<file path="src/rtl/ks_decomposer.sv">
// rtl/ks_decomposer.sv - streaming balanced signed-digit decomposer for keyswitch
module ks_decomposer #(
    parameter int MOD_Q_W = 64,
    parameter int KS_L    = 5,
    parameter int KS_B_W  = 3,
    parameter int LVL_W   = (KS_L > 1) ? $clog2(KS_L) : 1
) (
    input  logic                clk,
    input  logic                a_rst,
    input  logic [MOD_Q_W-1:0]  in_data,
    input  logic                in_last,
    input  logic                in_vld,
    output logic                in_rdy,
    output logic [KS_B_W:0]     out_digit,
    output logic [LVL_W-1:0]    out_lvl,
    output logic                out_last,
    output logic                out_vld,
    input  logic                out_rdy
);
    localparam int T  = KS_L * KS_B_W;
    localparam int SH = MOD_Q_W - T;
    localparam logic [LVL_W-1:0] LAST_CNT = LVL_W'(KS_L - 1);
    localparam logic [KS_B_W:0]  HALF     = (KS_B_W + 1)'(1 << (KS_B_W - 1));
    localparam logic [KS_B_W:0]  BASE     = (KS_B_W + 1)'(1 << KS_B_W);

    typedef enum logic {IDLE, BUSY} state_t;

    state_t           state_q, state_d;
    logic [LVL_W-1:0] cnt_q, cnt_d;
    logic             carry_q, carry_d;
    logic [T-1:0]     r_q, r_d;
    logic             last_q, last_d;

    logic [T-1:0]      rounded;
    logic [KS_B_W-1:0] seg;
    logic [KS_B_W:0]   d_sum;
    logic [KS_B_W:0]   digit;
    logic              carry_nxt;
    logic              busy;
    logic              last_step;
    logic              accept_in;
    logic              fire_out;

    // Round to the nearest multiple of 2^SH; overflow wraps modulo 2^T.
    assign rounded = T'((in_data >> SH) + MOD_Q_W'(in_data[SH-1]));

    assign busy      = (state_q == BUSY);
    assign last_step = (cnt_q == LAST_CNT);
    assign in_rdy    = !busy || (last_step && out_rdy);
    assign accept_in = in_vld && in_rdy;
    assign fire_out  = busy && out_rdy;

    // Current level: least-significant chunk first, plus the carry from the level below.
    always_comb begin
        seg   = KS_B_W'(r_q >> (KS_B_W * int'(cnt_q)));
        d_sum = {1'b0, seg} + (KS_B_W + 1)'(carry_q);
        if (d_sum >= HALF) begin
            digit     = d_sum - BASE;
            carry_nxt = 1'b1;
        end else begin
            digit     = d_sum;
            carry_nxt = 1'b0;
        end
    end

    always_comb begin
        state_d = state_q;
        cnt_d   = cnt_q;
        carry_d = carry_q;
        r_d     = r_q;
        last_d  = last_q;
        case (state_q)
            IDLE: begin
                if (accept_in) begin
                    state_d = BUSY;
                    cnt_d   = '0;
                    carry_d = 1'b0;
                    r_d     = rounded;
                    last_d  = in_last;
                end
            end
            BUSY: begin
                if (fire_out) begin
                    if (last_step) begin
                        cnt_d   = '0;
                        carry_d = 1'b0;
                        if (accept_in) begin
                            r_d    = rounded;
                            last_d = in_last;
                        end else begin
                            state_d = IDLE;
                        end
                    end else begin
                        cnt_d   = cnt_q + LVL_W'(1);
                        carry_d = carry_nxt;
                    end
                end
            end
            default: state_d = IDLE;
        endcase
    end

    always_ff @(posedge clk or posedge a_rst) begin
        if (a_rst) begin
            state_q <= IDLE;
            cnt_q   <= '0;
            carry_q <= 1'b0;
            r_q     <= '0;
            last_q  <= 1'b0;
        end else begin
            state_q <= state_d;
            cnt_q   <= cnt_d;
            carry_q <= carry_d;
            r_q     <= r_d;
            last_q  <= last_d;
        end
    end

    // Outputs decode straight from registers, so they freeze under backpressure and clear on reset.
    assign out_vld   = busy;
    assign out_digit = busy ? digit : '0;
    assign out_lvl   = busy ? (LAST_CNT - cnt_q) : '0;
    assign out_last  = busy && last_q && last_step;
endmodule

</file>
<file path="config.mk">
export PLATFORM = sky130hd
export DESIGN_NAME = ks_decomposer
export DESIGN_NICKNAME = d
export VERILOG_FILES = /design/src/rtl/ks_decomposer.sv
export SDC_FILE = /design/constraint.sdc
export NUM_CORES = 1
export LEC_CHECK = 0
export ABC_AREA = 1
export BUFFER_PORTS_ARGS = -buffer_cell sky130_fd_sc_hd__buf_2
export CORE_AREA = 2 2 68 70
export DETAILED_ROUTE_END_ITERATION = 6
export DIE_AREA = 0 0 70 72
export PLACE_DENSITY_LB_ADDON = 0.12
export SYNTH_ARGS = -nofsm -noshare
export SYNTH_HDL_FRONTEND = slang
export SYNTH_SLANG_ARGS = --single-unit
</file>
<file path="constraint.sdc">
create_clock -name clk -period 3.1 [get_ports clk]
set_input_delay 0 -clock clk [delete_from_list [all_inputs] [get_ports clk]]
set_output_delay 0 -clock clk [all_outputs]
set_load 0.01 [all_outputs]
</file>
==> results of run 1 <==
-- sequential cells by signal, indices dropped and copies added, names as in the netlist --
register and flops:
out_vld 1, r_q 15, cnt_q 3, last_q 1, carry_q 1
-- synthesized netlist by cell type, types with 2 or more instances --
cell and number:
xor2_1 3, o21ai_0 4, o21ai_1 8, nand3_1 15, nor2_1 10, dfrtp_1 21, nor2_2 2, a21oi_1 2
nand2_1 71, buf_2 3, nand2_2 2, nor2_4 2, inv_2 5, xnor2_1 5, buf_6 2, a31oi_1 2
ha_1 7, nand4_1 3, inv_1 16
-- placed cells by master, fill, tap and decap left out, types with 3 or more instances in the layout --
| cell type | Yosys | routed |
|---|---|---|
| ha_1 | 7 | 7 |
| clkbuf_8 | 0 | 3 |
| nand4_1 | 3 | 3 |
| xor2_1 | 3 | 3 |
| xnor2_1 | 5 | 5 |
| nor2_1 | 10 | 10 |
| o21ai_1 | 8 | 8 |
| inv_2 | 5 | 5 |
| o21ai_0 | 4 | 4 |
| buf_2 | 3 | 30 |
| nand3_1 | 15 | 15 |
| nand2_1 | 71 | 71 |
| inv_1 | 16 | 16 |
| dlygate4sd3_1 | 0 | 3 |
| dfrtp_1 | 21 | 21 |
-- cell type report --
class | instances | share of cell area [%]
multi-input cells | 146 | 46.70
flip-flops and latches | 21 | 30.84
repair buffers | 34 | 11.01
inverters | 22 | 4.993
well taps | 52 | 3.818
clock buffers | 4 | 2.643
-- worst paths after layout --
check / start / endpoint / slack, ns / cells past startpoint
max in group asynchronous: a_rst / r_q[9] / 2.14 / 3
min in group asynchronous: a_rst / cnt_q[2] / 0.44 / 3
hold reg to reg: r_q[13] / r_q[13] / 0.48 / 2
setup reg to reg: cnt_q[0] / carry_q / 1.12 / 12
hold / removal: in_data[59] / r_q[10] / 0.02 / 3
setup / recovery: cnt_q[0] / out_digit[2] / 0.94 / 11
-- kinds of logic after synthesis --
logic type | share of synthesized area, %
buf+inv | 8.492
simple gates | 34.14
fa+ha+maj | 6.066
compound gates | 10.05
xor+xnor | 4.853
flops | 36.39
-- through the flow --
step	hold WS, ns	cell area [um^2]	cells
after floorplan	-0.02347	1444	194
after global placement	0.1965	1629	272
after detailed placement	0.2063	1629	272
after CTS	0.02098	1704	279
after global routing	0.03837	1704	279
final	0.02083	1704	279
-- where the power goes --
group	internal, uW	switching, uW	total, uW
Sequential	395	106	501
Combinational	292	390	682
Clock	91.7	90.8	183
-- critical path, delay by kind of cell (launching register included) --
kind            cells  cell delay (ns)
flops               1             0.61
fa+ha+maj           2             0.39
simple gates        5             0.38
buf+inv             3             0.28
compound gates      1             0.24
-- per-layer routing --
layer / vias up / GRT usage, % / wire length [um] / share of wire, %
met2: 27 / 22.01 / 1373 / 45
met3: 4 / 1.111 / 86 / 2.8
li1: 687 / - / - / -
met5: - / 0 / 0 / 0
met4: 0 / 6.410 / 65 / 2.1
met1: 535 / 17.35 / 1521 / 50
==> impl_metrics.csv, run 1 <==
group,metric,value,unit
timing,fin_crit_sh,69.81,%
floorplan,die_area,5040,um^2
status,status,"finished clean",
logic_synthesis,netlist_instances,194,
clock_network,max-clock-path-buffers,2,
logic_synthesis,seq_area_frac_synth,36.40,%
power_and_ir_drop,cellPowerDensity,801.3,nW/um^2
timing,finalHoldViolCount,0,
global_route,grt_usage,13.17,%
floorplan,core,4264,um^2
final_layout,final_nets,304,
floorplan,die_h,72,um
timing,setup_violations,0,
final_layout,multiInputGateArea,795.8,um^2
routing,wl,3047,um
global_route,grt_pass1_wl,5361,um
clock_network,cts_hold_buf,3,
clock_network,cts_sinks,21,
timing,slew_violations,0,
routing,ant_nets,0,
setup_path,cpPeakStageDelay,0.61,ns
setup_path,slowest_stage,"dfrtp_1",
global_route,antenna_found_initial,0,
logic_synthesis,synth_top_area_share,36.40,%
clock_network,cts_resized,0,
floorplan,die_x,70,um
final_layout,n_fill_cell,466,
floorplan,pin_count,79,
clock_network,clk_latency,0.26,ns
clock_network,cts_tree,"done",
timing,fin_skew,0.003007,ns
final_layout,antenna_cells,0,
logic_synthesis,ys_ff_latch,21,
place,hpwlAfterDp,2391,um
setup_path,end_kind,"output pin",
clock_network,htree_num_levels,1,
global_route,first_global_vias,1190,
power_and_ir_drop,p_leak,0.0009127,uW
clock_network,cts_root_buf,"clkbuf_8",
power_and_ir_drop,finalPower,1366,uW
logic_synthesis,synth_ff_type,"dfrtp_1",
timing,max_freq,462.1,MHz
place,pre_cts_slack,1.084,ns
timing,worstMarginPinSlew,0.8397,ns
setup_path,crit_arrival,2.16,ns
timing,relSlewSlack,43.96,%
routing,drt_iter0_drc,39,
setup_path,worst-setup-path-type,"register to output pin",
floorplan,initial_utilization,33.86,%
place,routabilityCongestion,0.7120,
worst_hold_path,min_path_type,"input pin to register",
clock_network,clkTransAtPathRegs,0.08,ns
global_route,overflow,0,
routing,num_vias,1253,
floorplan,rows,24,
power_and_ir_drop,max-vdd-ir-drop,0.0001978,V
logic_synthesis,synth_warnings,0,
timing,rsz0062_at_grt,"false",
setup_path,required,3.10,ns
clock_network,postCtsSetupBuffers,0,
logic_synthesis,ys_async_sr_fraction,100.0,%
final_layout,drive_above_1_share,22.47,%
routing,routedWlPerCell,10.92,um
timing,fin_crit,2.164,ns
setup_path,critPathMaxFanout,11,
job,cap_violations,0,
routing,drt_pass1_iterations,5,
logic_synthesis,synth.distinct_cells,30,
logic_synthesis,synth_edf_count,0,
logic_synthesis,syn_nets,270,
logic_synthesis,yosys-top-cells-area,"dfrtp_1, nand2_1, ha_1",
timing,tns,0,ns
place,port_buffers,30,
routing,viasPerCell,4.491,
clock_network,numCtsBuffers,3,
setup_path,critical_path.cell_chain,"inv_4, nand2_1, nand3_1, a32o_1, ha_1, ha_1, inv_1, nand3_1, nand2_1, nor2_1, buf_2",
routing,drcViolationCount,0,
logic_synthesis,syn_avg_cell_area,7.443,um^2
final_layout,postLayoutCoreUtil,39.96,%
final_layout,areaGrowthSynthToFinish,18.02,%
global_route,grt_max_degree,22,
final_layout,seq_area,525.5,um^2
logic_synthesis,syn-cell-area,1444,um^2
setup_path,start_kind,"register",
logic_synthesis,synth_largest_area_cell,"dfrtp_1",
timing,timing.final.ws_setup,0.9359,ns
No activity file was read; power rests on OpenSTA's default activity.
==> run 2: changes to the inputs <==
==> constraint.sdc (replaced) <==
create_clock -name clk -period 1.9 [get_ports clk]
set_input_delay 0 -clock clk [delete_from_list [all_inputs] [get_ports clk]]
set_output_delay 0 -clock clk [all_outputs]
set_load 0.01 [all_outputs]
==> run 2 against run 1 <==
The flow now finishes with violations (negative setup slack). Clock power increased by 58%. Critical path depth down 1. Non-clock buffer count grew 10. First-iteration DRC count is 15% lower. Sequential cell count unchanged. Largest power group unchanged. Largest cell class unchanged. Via count increased by 3.7%. Sequential share of layout area shrank 2.4 points. Hold slack improved by 0.012 ns. Die area unchanged.
==> impl_metrics.csv, run 2 (synthesis gave the netlist of run 1 again) <==
group,metric,value,unit
status,status,"finished with violations",
status,failed_checks,"negative setup slack",
final_layout,areaGrowthSynthToFinish,28.34,%
floorplan,die_x,70,um
global_route,grt_max_degree,22,
clock_network,clkTransAtPathRegs,0.07,ns
clock_network,numCtsBuffers,3,
routing,ant_nets,0,
final_layout,final_nets,314,
timing,timing.final.ws_setup,-0.04917,ns
routing,wl,3161,um
clock_network,cts_tree,"done",
timing,slew_violations,0,
final_layout,final_common_cell,"nand2_1",
setup_path,worst-setup-path-type,"register to output pin",
clock_network,max-clock-path-buffers,2,
timing,worstMarginPinSlew,0.4596,ns
power_and_ir_drop,cellPowerDensity,1356,nW/um^2
setup_path,crit_arrival,1.95,ns
routing,drcViolationCount,0,
floorplan,core,4264,um^2
routing,num_vias,1299,
timing,fin_crit,1.949,ns
timing,max_freq,513.0,MHz
clock_network,cts_sinks,21,
timing,fin_skew,0.002069,ns
floorplan,die_area,5040,um^2
global_route,first_global_vias,1245,
floorplan,die_h,72,um
floorplan,rows,24,
setup_path,critPathMaxFanout,6,
timing,relSlewSlack,69.36,%
timing,rsz0062_at_grt,"true",
power_and_ir_drop,p_leak,0.0009781,uW
final_layout,largest_reg_flops,15,
clock_network,htree_num_levels,1,
timing,finalHoldViolCount,0,
floorplan,pin_count,79,
clock_network,cts_root_buf,"clkbuf_8",
routing,viasPerCell,4.495,
routing,drt_pass1_iterations,4,
final_layout,drive_above_1_share,32.49,%
place,hpwlAfterDp,2472,um
power_and_ir_drop,max-vdd-ir-drop,0.0003166,V
final_layout,n_fill_cell,442,
place,routabilityCongestion,0.7292,
place,pre_cts_slack,0.01756,ns
global_route,grt_usage,13.38,%
place,placed_area,1674,um^2
setup_path,end_kind,"output pin",
final_layout,mostFrequentLayoutCells,"nand2_1, buf_2, dfrtp_1",
global_route,overflow,0,
floorplan,initial_utilization,33.86,%
job,cap_violations,0,
final_layout,regMostFlops,"r_q",
global_route,antenna_found_initial,0,
timing,fin_crit_sh,102.6,%
place,port_buffers,30,
clock_network,clk_latency,0.25,ns
routing,routedWlPerCell,10.94,um
setup_path,required,1.90,ns
worst_hold_path,min_path_type,"input pin to register",
final_layout,antenna_cells,0,
setup_path,start_kind,"register",
final_layout,fin_area,1853,um^2
routing,drt_iter0_drc,33,
final_layout,top_regs,"r_q: 15 flops, cnt_q: 3 flops",
timing,finalHoldWorstSlack,0.03317,ns
global_route,grt_pass1_wl,5533,um
timing,setup_violations,2,
==> run 2: critical path, cell delays in order (launching register included) <==
cell and delay, ns:
dfrtp_2 0.47, a21oi_2 0.16, o21ai_2 0.07, a32o_2 0.26, ha_4 0.17, ha_4 0.16
inv_2 0.05, nand3_2 0.09, nand2_2 0.10, nor2_2 0.03, buf_2 0.13
==> run 2: path summary, 6_finish.rpt <==
path | start | end | slack (ns) | depth (start not counted)
max in group asynchronous | a_rst | cnt_q[0] | 1.36 | 4
worst min register to register | r_q[13] | r_q[13] | 0.49 | 2
worst max register to register | cnt_q[0] | carry_q | 0.11 | 11
worst max-delay path | cnt_q[0] | out_digit[2] | -0.05 | 10
worst min-delay path | in_data[59] | r_q[10] | 0.03 | 3
min in group asynchronous | a_rst | out_vld | 0.31 | 4
==> run 2: layer usage <==
layer	global-route usage (%)	share of wire, %	vias up
li1	-	-	705
met1	18.02	51	558
met2	22.86	44	30
met3	1.111	3.1	6
met4	4.487	2.1	0
met5	0	0	-
==> run 2: per-stage QoR <==
| step | TNS [ns] | total power, uW | instances | util (%) |
|---|---|---|---|---|
| 2_1_floorplan | 0 | 1623 | 194 | - |
| 3_3_place_gp | 0 | 2019 | 278 | 39.26 |
| 3_5_place_dp | 0 | 2026 | 278 | 39.26 |
| 4_1_cts | -0.08471 | 2422 | 287 | 42.19 |
| 5_1_grt | -0.3788 | 2795 | 289 | 43.46 |
| 6_report | -0.07756 | 2512 | 289 | 43.46 |
==> run 2: layout make-up <==
class / count / area [um^2] / share of cell area [%]
clock buffers: 4 / 45.04 / 2.431
inverters: 22 / 87.58 / 4.727
multi-input cells: 146 / 862.1 / 46.52
flip-flops and latches: 21 / 526.8 / 28.43
well taps: 52 / 65.06 / 3.511
repair buffers: 44 / 266.5 / 14.38
==> run 2: what timing repair did <==
action | in CTS | in global routing
hold endpoints to repair | 23 | 0
buffers inserted | 2 | 2
hold buffers | 3 | 0
setup endpoints to repair | 4 | 5
pin swaps | 5 | 5
gates resized for setup | 11 | 10
==> run 2: power by group <==
| part | internal [uW] | switching [uW] | total (uW) | leakage [uW] |
|---|---|---|---|---|
| combinational | 640 | 777 | 1420 | 0.000699 |
| sequential | 648 | 159 | 808 | 0.000256 |
| clock | 149 | 140 | 289 | 0.0000228 |
| total | 1440 | 1080 | 2510 | 0.000978 |
==> run 3: changes to the inputs <==
--- a/config.mk
+++ b/config.mk
@@ -5,11 +5,10 @@
 export SDC_FILE = /design/constraint.sdc
 export NUM_CORES = 1
 export LEC_CHECK = 0
-export ABC_AREA = 1
 export BUFFER_PORTS_ARGS = -buffer_cell sky130_fd_sc_hd__buf_2
-export CORE_AREA = 2 2 68 70
+export CORE_AREA = 2 2 67 69
 export DETAILED_ROUTE_END_ITERATION = 6
-export DIE_AREA = 0 0 70 72
+export DIE_AREA = 0 0 69 71
 export PLACE_DENSITY_LB_ADDON = 0.12
 export SYNTH_ARGS = -nofsm -noshare
 export SYNTH_HDL_FRONTEND = slang
==> run 3 against run 2 <==
The run still ends with negative setup slack left. Clock-buffer cell count is 1 lower. Hold slack worse by 0.0025 ns. Cell area is 2.2% lower. Via count is 9.4% lower. Clock power is 1% higher. Sequential share of layout area is 0.56 points higher. Synthesized area is 1.5% lower. Critical endpoint unchanged. Die area is 2.8% lower. First-iteration DRC count is 36% lower. Combinational power is 5% higher. Register-to-register slack worse by 0.17 ns. Wire length is 8.0% lower.
==> impl_metrics.csv, run 3 <==
group,metric,value,unit
routing,wl,2909,um
logic_synthesis,synth_top_area_share,36.94,%
final_layout,antenna_cells,0,
timing,rsz0062_at_grt,"true",
floorplan,die_h,71,um
global_route,grt_usage,13.17,%
timing,finalHoldViolCount,0,
clock_network,cts_sinks,21,
global_route,first_global_vias,1180,
setup_path,crit_arrival,2.11,ns
logic_synthesis,seq_area_frac_synth,36.94,%
place,routabilityCongestion,0.7898,
setup_path,critical_path.cell_chain,"mux4_2, inv_2, o32ai_2, ha_2, ha_4, xor2_1, and2_1, buf_2",
floorplan,die_x,69,um
logic_synthesis,synth.distinct_cells,39,
setup_path,critPathMaxFanout,4,
setup_path,slowest_stage,"mux4_2",
timing,timing.final.ws_setup,-0.2106,ns
timing,fin_crit,2.111,ns
setup_path,required,1.90,ns
routing,num_vias,1177,
global_route,grt_pass1_wl,5278,um
clock_network,clk_latency,0.26,ns
routing,ant_nets,0,
global_route,overflow,0,
floorplan,rows,24,
worst_hold_path,min_path_type,"input pin to register",
logic_synthesis,syn_avg_cell_area,9.421,um^2
logic_synthesis,syn-cell-area,1423,um^2
place,hpwlAfterDp,2338,um
setup_path,cpPeakStageDelay,0.51,ns
clock_network,clkTransAtPathRegs,0.08,ns
final_layout,areaGrowthSynthToFinish,27.44,%
timing,slew_violations,0,
setup_path,cp.buffers_inverters,2,
final_layout,largest_reg_flops,15,
clock_network,cts_root_buf,"clkbuf_8",
job,cap_violations,0,
final_layout,n_fill_cell,425,
place,pre_cts_slack,0.006202,ns
floorplan,die_area,4899,um^2
routing,viasPerCell,4.824,
power_and_ir_drop,max-vdd-ir-drop,0.0003300,V
floorplan,core,4204,um^2
logic_synthesis,syn_nets,227,
routing,drt_pass1_iterations,2,
timing,worstMarginPinSlew,0.7576,ns
logic_synthesis,synth_ff_type,"dfrtp_1",
logic_synthesis,ys_async_sr_fraction,100.0,%
final_layout,regMostFlops,"r_q",
power_and_ir_drop,finalPower,2576,uW
routing,routedWlPerCell,11.92,um
final_layout,final_common_cell,"buf_2",
logic_synthesis,synth_most_common_cell,"nand2_1",
status,status,"finished with violations",
timing,fin_skew,0.007658,ns
power_and_ir_drop,cellPowerDensity,1421,nW/um^2
final_layout,top_regs,"r_q: 15 flops, cnt_q: 3 flops",
logic_synthesis,netlist_top_cells_count,"nand2_1, dfrtp_1, o21ai_0, xor2_1",
final_layout,drive_above_1_share,36.46,%
timing,fin_crit_sh,111.1,%
floorplan,initial_utilization,33.84,%
logic_synthesis,synth_largest_area_cell,"dfrtp_1",
routing,drcViolationCount,0,
status,failed_checks,"negative setup slack",
floorplan,pin_count,79,
clock_network,max-clock-path-buffers,2,
routing,drt_iter0_drc,21,
final_layout,mostFrequentLayoutCells,"buf_2, nand2_1, dfrtp_1",
setup_path,start_kind,"register",
global_route,grt_max_degree,22,
final_layout,final_nets,269,
logic_synthesis,netlist_instances,151,
logic_synthesis,ys_ff_latch,21,
logic_synthesis,yosys-top-cells-area,"dfrtp_1, nand2_1, ha_1",
clock_network,htree_num_levels,1,
place,port_buffers,30,
setup_path,rrSetupSlack,-0.06,ns
timing,max_freq,473.8,MHz
timing,relSlewSlack,49.44,%
logic_synthesis,synth_warnings,0,
setup_path,path_delay_family,"multiplexers",
final_layout,postLayoutCoreUtil,43.13,%
setup_path,worst-setup-path-type,"register to output pin",
clock_network,numCtsBuffers,3,
setup_path,end_kind,"output pin",
timing,setup_violations,4,
global_route,antenna_found_initial,0,
logic_synthesis,synth_edf_count,0,
clock_network,cts_tree,"done",
power_and_ir_drop,p_leak,0.0008310,uW
==> run 3: changes by cell type in the layout (fill, tap and decap cells not counted), moves of 6 or more <==
cell	before	now
o21ai_0	3	10
and2_1	0	6
inv_1	15	2
nand2_1	67	27
==> run 3: path summary, 6_finish.rpt <==
check | startpoint | endpoint | cells after the start
max | cnt_q[0] | out_digit[2] | 8
max reg2reg | cnt_q[0] | carry_q | 8
min | in_data[63] | r_q[14] | 3
min reg2reg | r_q[6] | r_q[6] | 2
min in group asynchronous | a_rst | r_q[2] | 3
max in group asynchronous | a_rst | r_q[8] | 3
==> run 3: stage by stage <==
stage / instances / area (um^2) / setup TNS [ns] / hold slack [ns]
after floorplan: 151 / 1434 / 0 / -0.02347
after global placement: 236 / 1682 / 0 / 0.1847
after detailed placement: 236 / 1682 / 0 / 0.1873
after CTS: 244 / 1789 / -0.6188 / 0.02897
after global routing: 244 / 1813 / -1.274 / 0.05135
final: 244 / 1813 / -0.5663 / 0.03067
==> run 3: routing by layer <==
metal / part of all wire, % / vias up / global-route usage [%] / wire (um)
li1: - / 603 / - / -
met1: 46 / 543 / 16.50 / 1352
met2: 48 / 26 / 23.08 / 1395
met3: 3.7 / 5 / 1.709 / 108
met4: 1.8 / 0 / 5.229 / 52
met5: 0 / - / 0 / 0
==> run 3: layout make-up <==
cell class                      count  area (um^2)  share of cell area, %
Sequential cell                    21        525.5                  28.99
Timing Repair Buffer               43        265.3                  14.63
Clock buffer                        3        41.29                  2.277
Tap cell                           52        65.06                  3.589
Clock inverter                      1        7.507                 0.4141
Multi-Input combinational cell    120        893.4                  49.28
Inverter                            4        15.01                 0.8282
==> run 3: cells by family (layout without fill, tap and decap cells) <==
family	after synthesis	in the layout	synth area share [%]
and+or+nand+nor	62	62	23.13
AOI/OAI and AO/OA	29	29	14.07
DFF	21	21	36.94
xor gates and xnor gates	14	14	8.619
buffers and inverters	10	51	3.517
muxes	8	8	7.564
adders and majority gates	7	7	6.156
==> run 3: worst reg2reg max path, delay by kind of cell (launching register included) <==
family                     cells  cell delay (ns)
AOI/OAI and AO/OA              3             0.34
adders and majority gates      2             0.41
buffers and inverters          2             0.20
DFF                            1             0.37
muxes                          1             0.51
==> run 3: what timing repair did <==
item                                    in CTS  in global routing
pin swaps                                    3                  0
endpoints found under the setup margin       4                 21
cloned                                       0                  0
gates resized for setup                      5                  6
hold buffers                                 3                  0
setup buffers                                1                  0
endpoints found under the hold margin       24                  0
==> run 3: power breakdown <==
part	leakage [uW]	internal (uW)	total [uW]	switching, uW
clock network	0.0000217	148	293	145
registers	0.000259	646	790	144
logic	0.000551	793	1490	700
total	0.000831	1590	2580	989
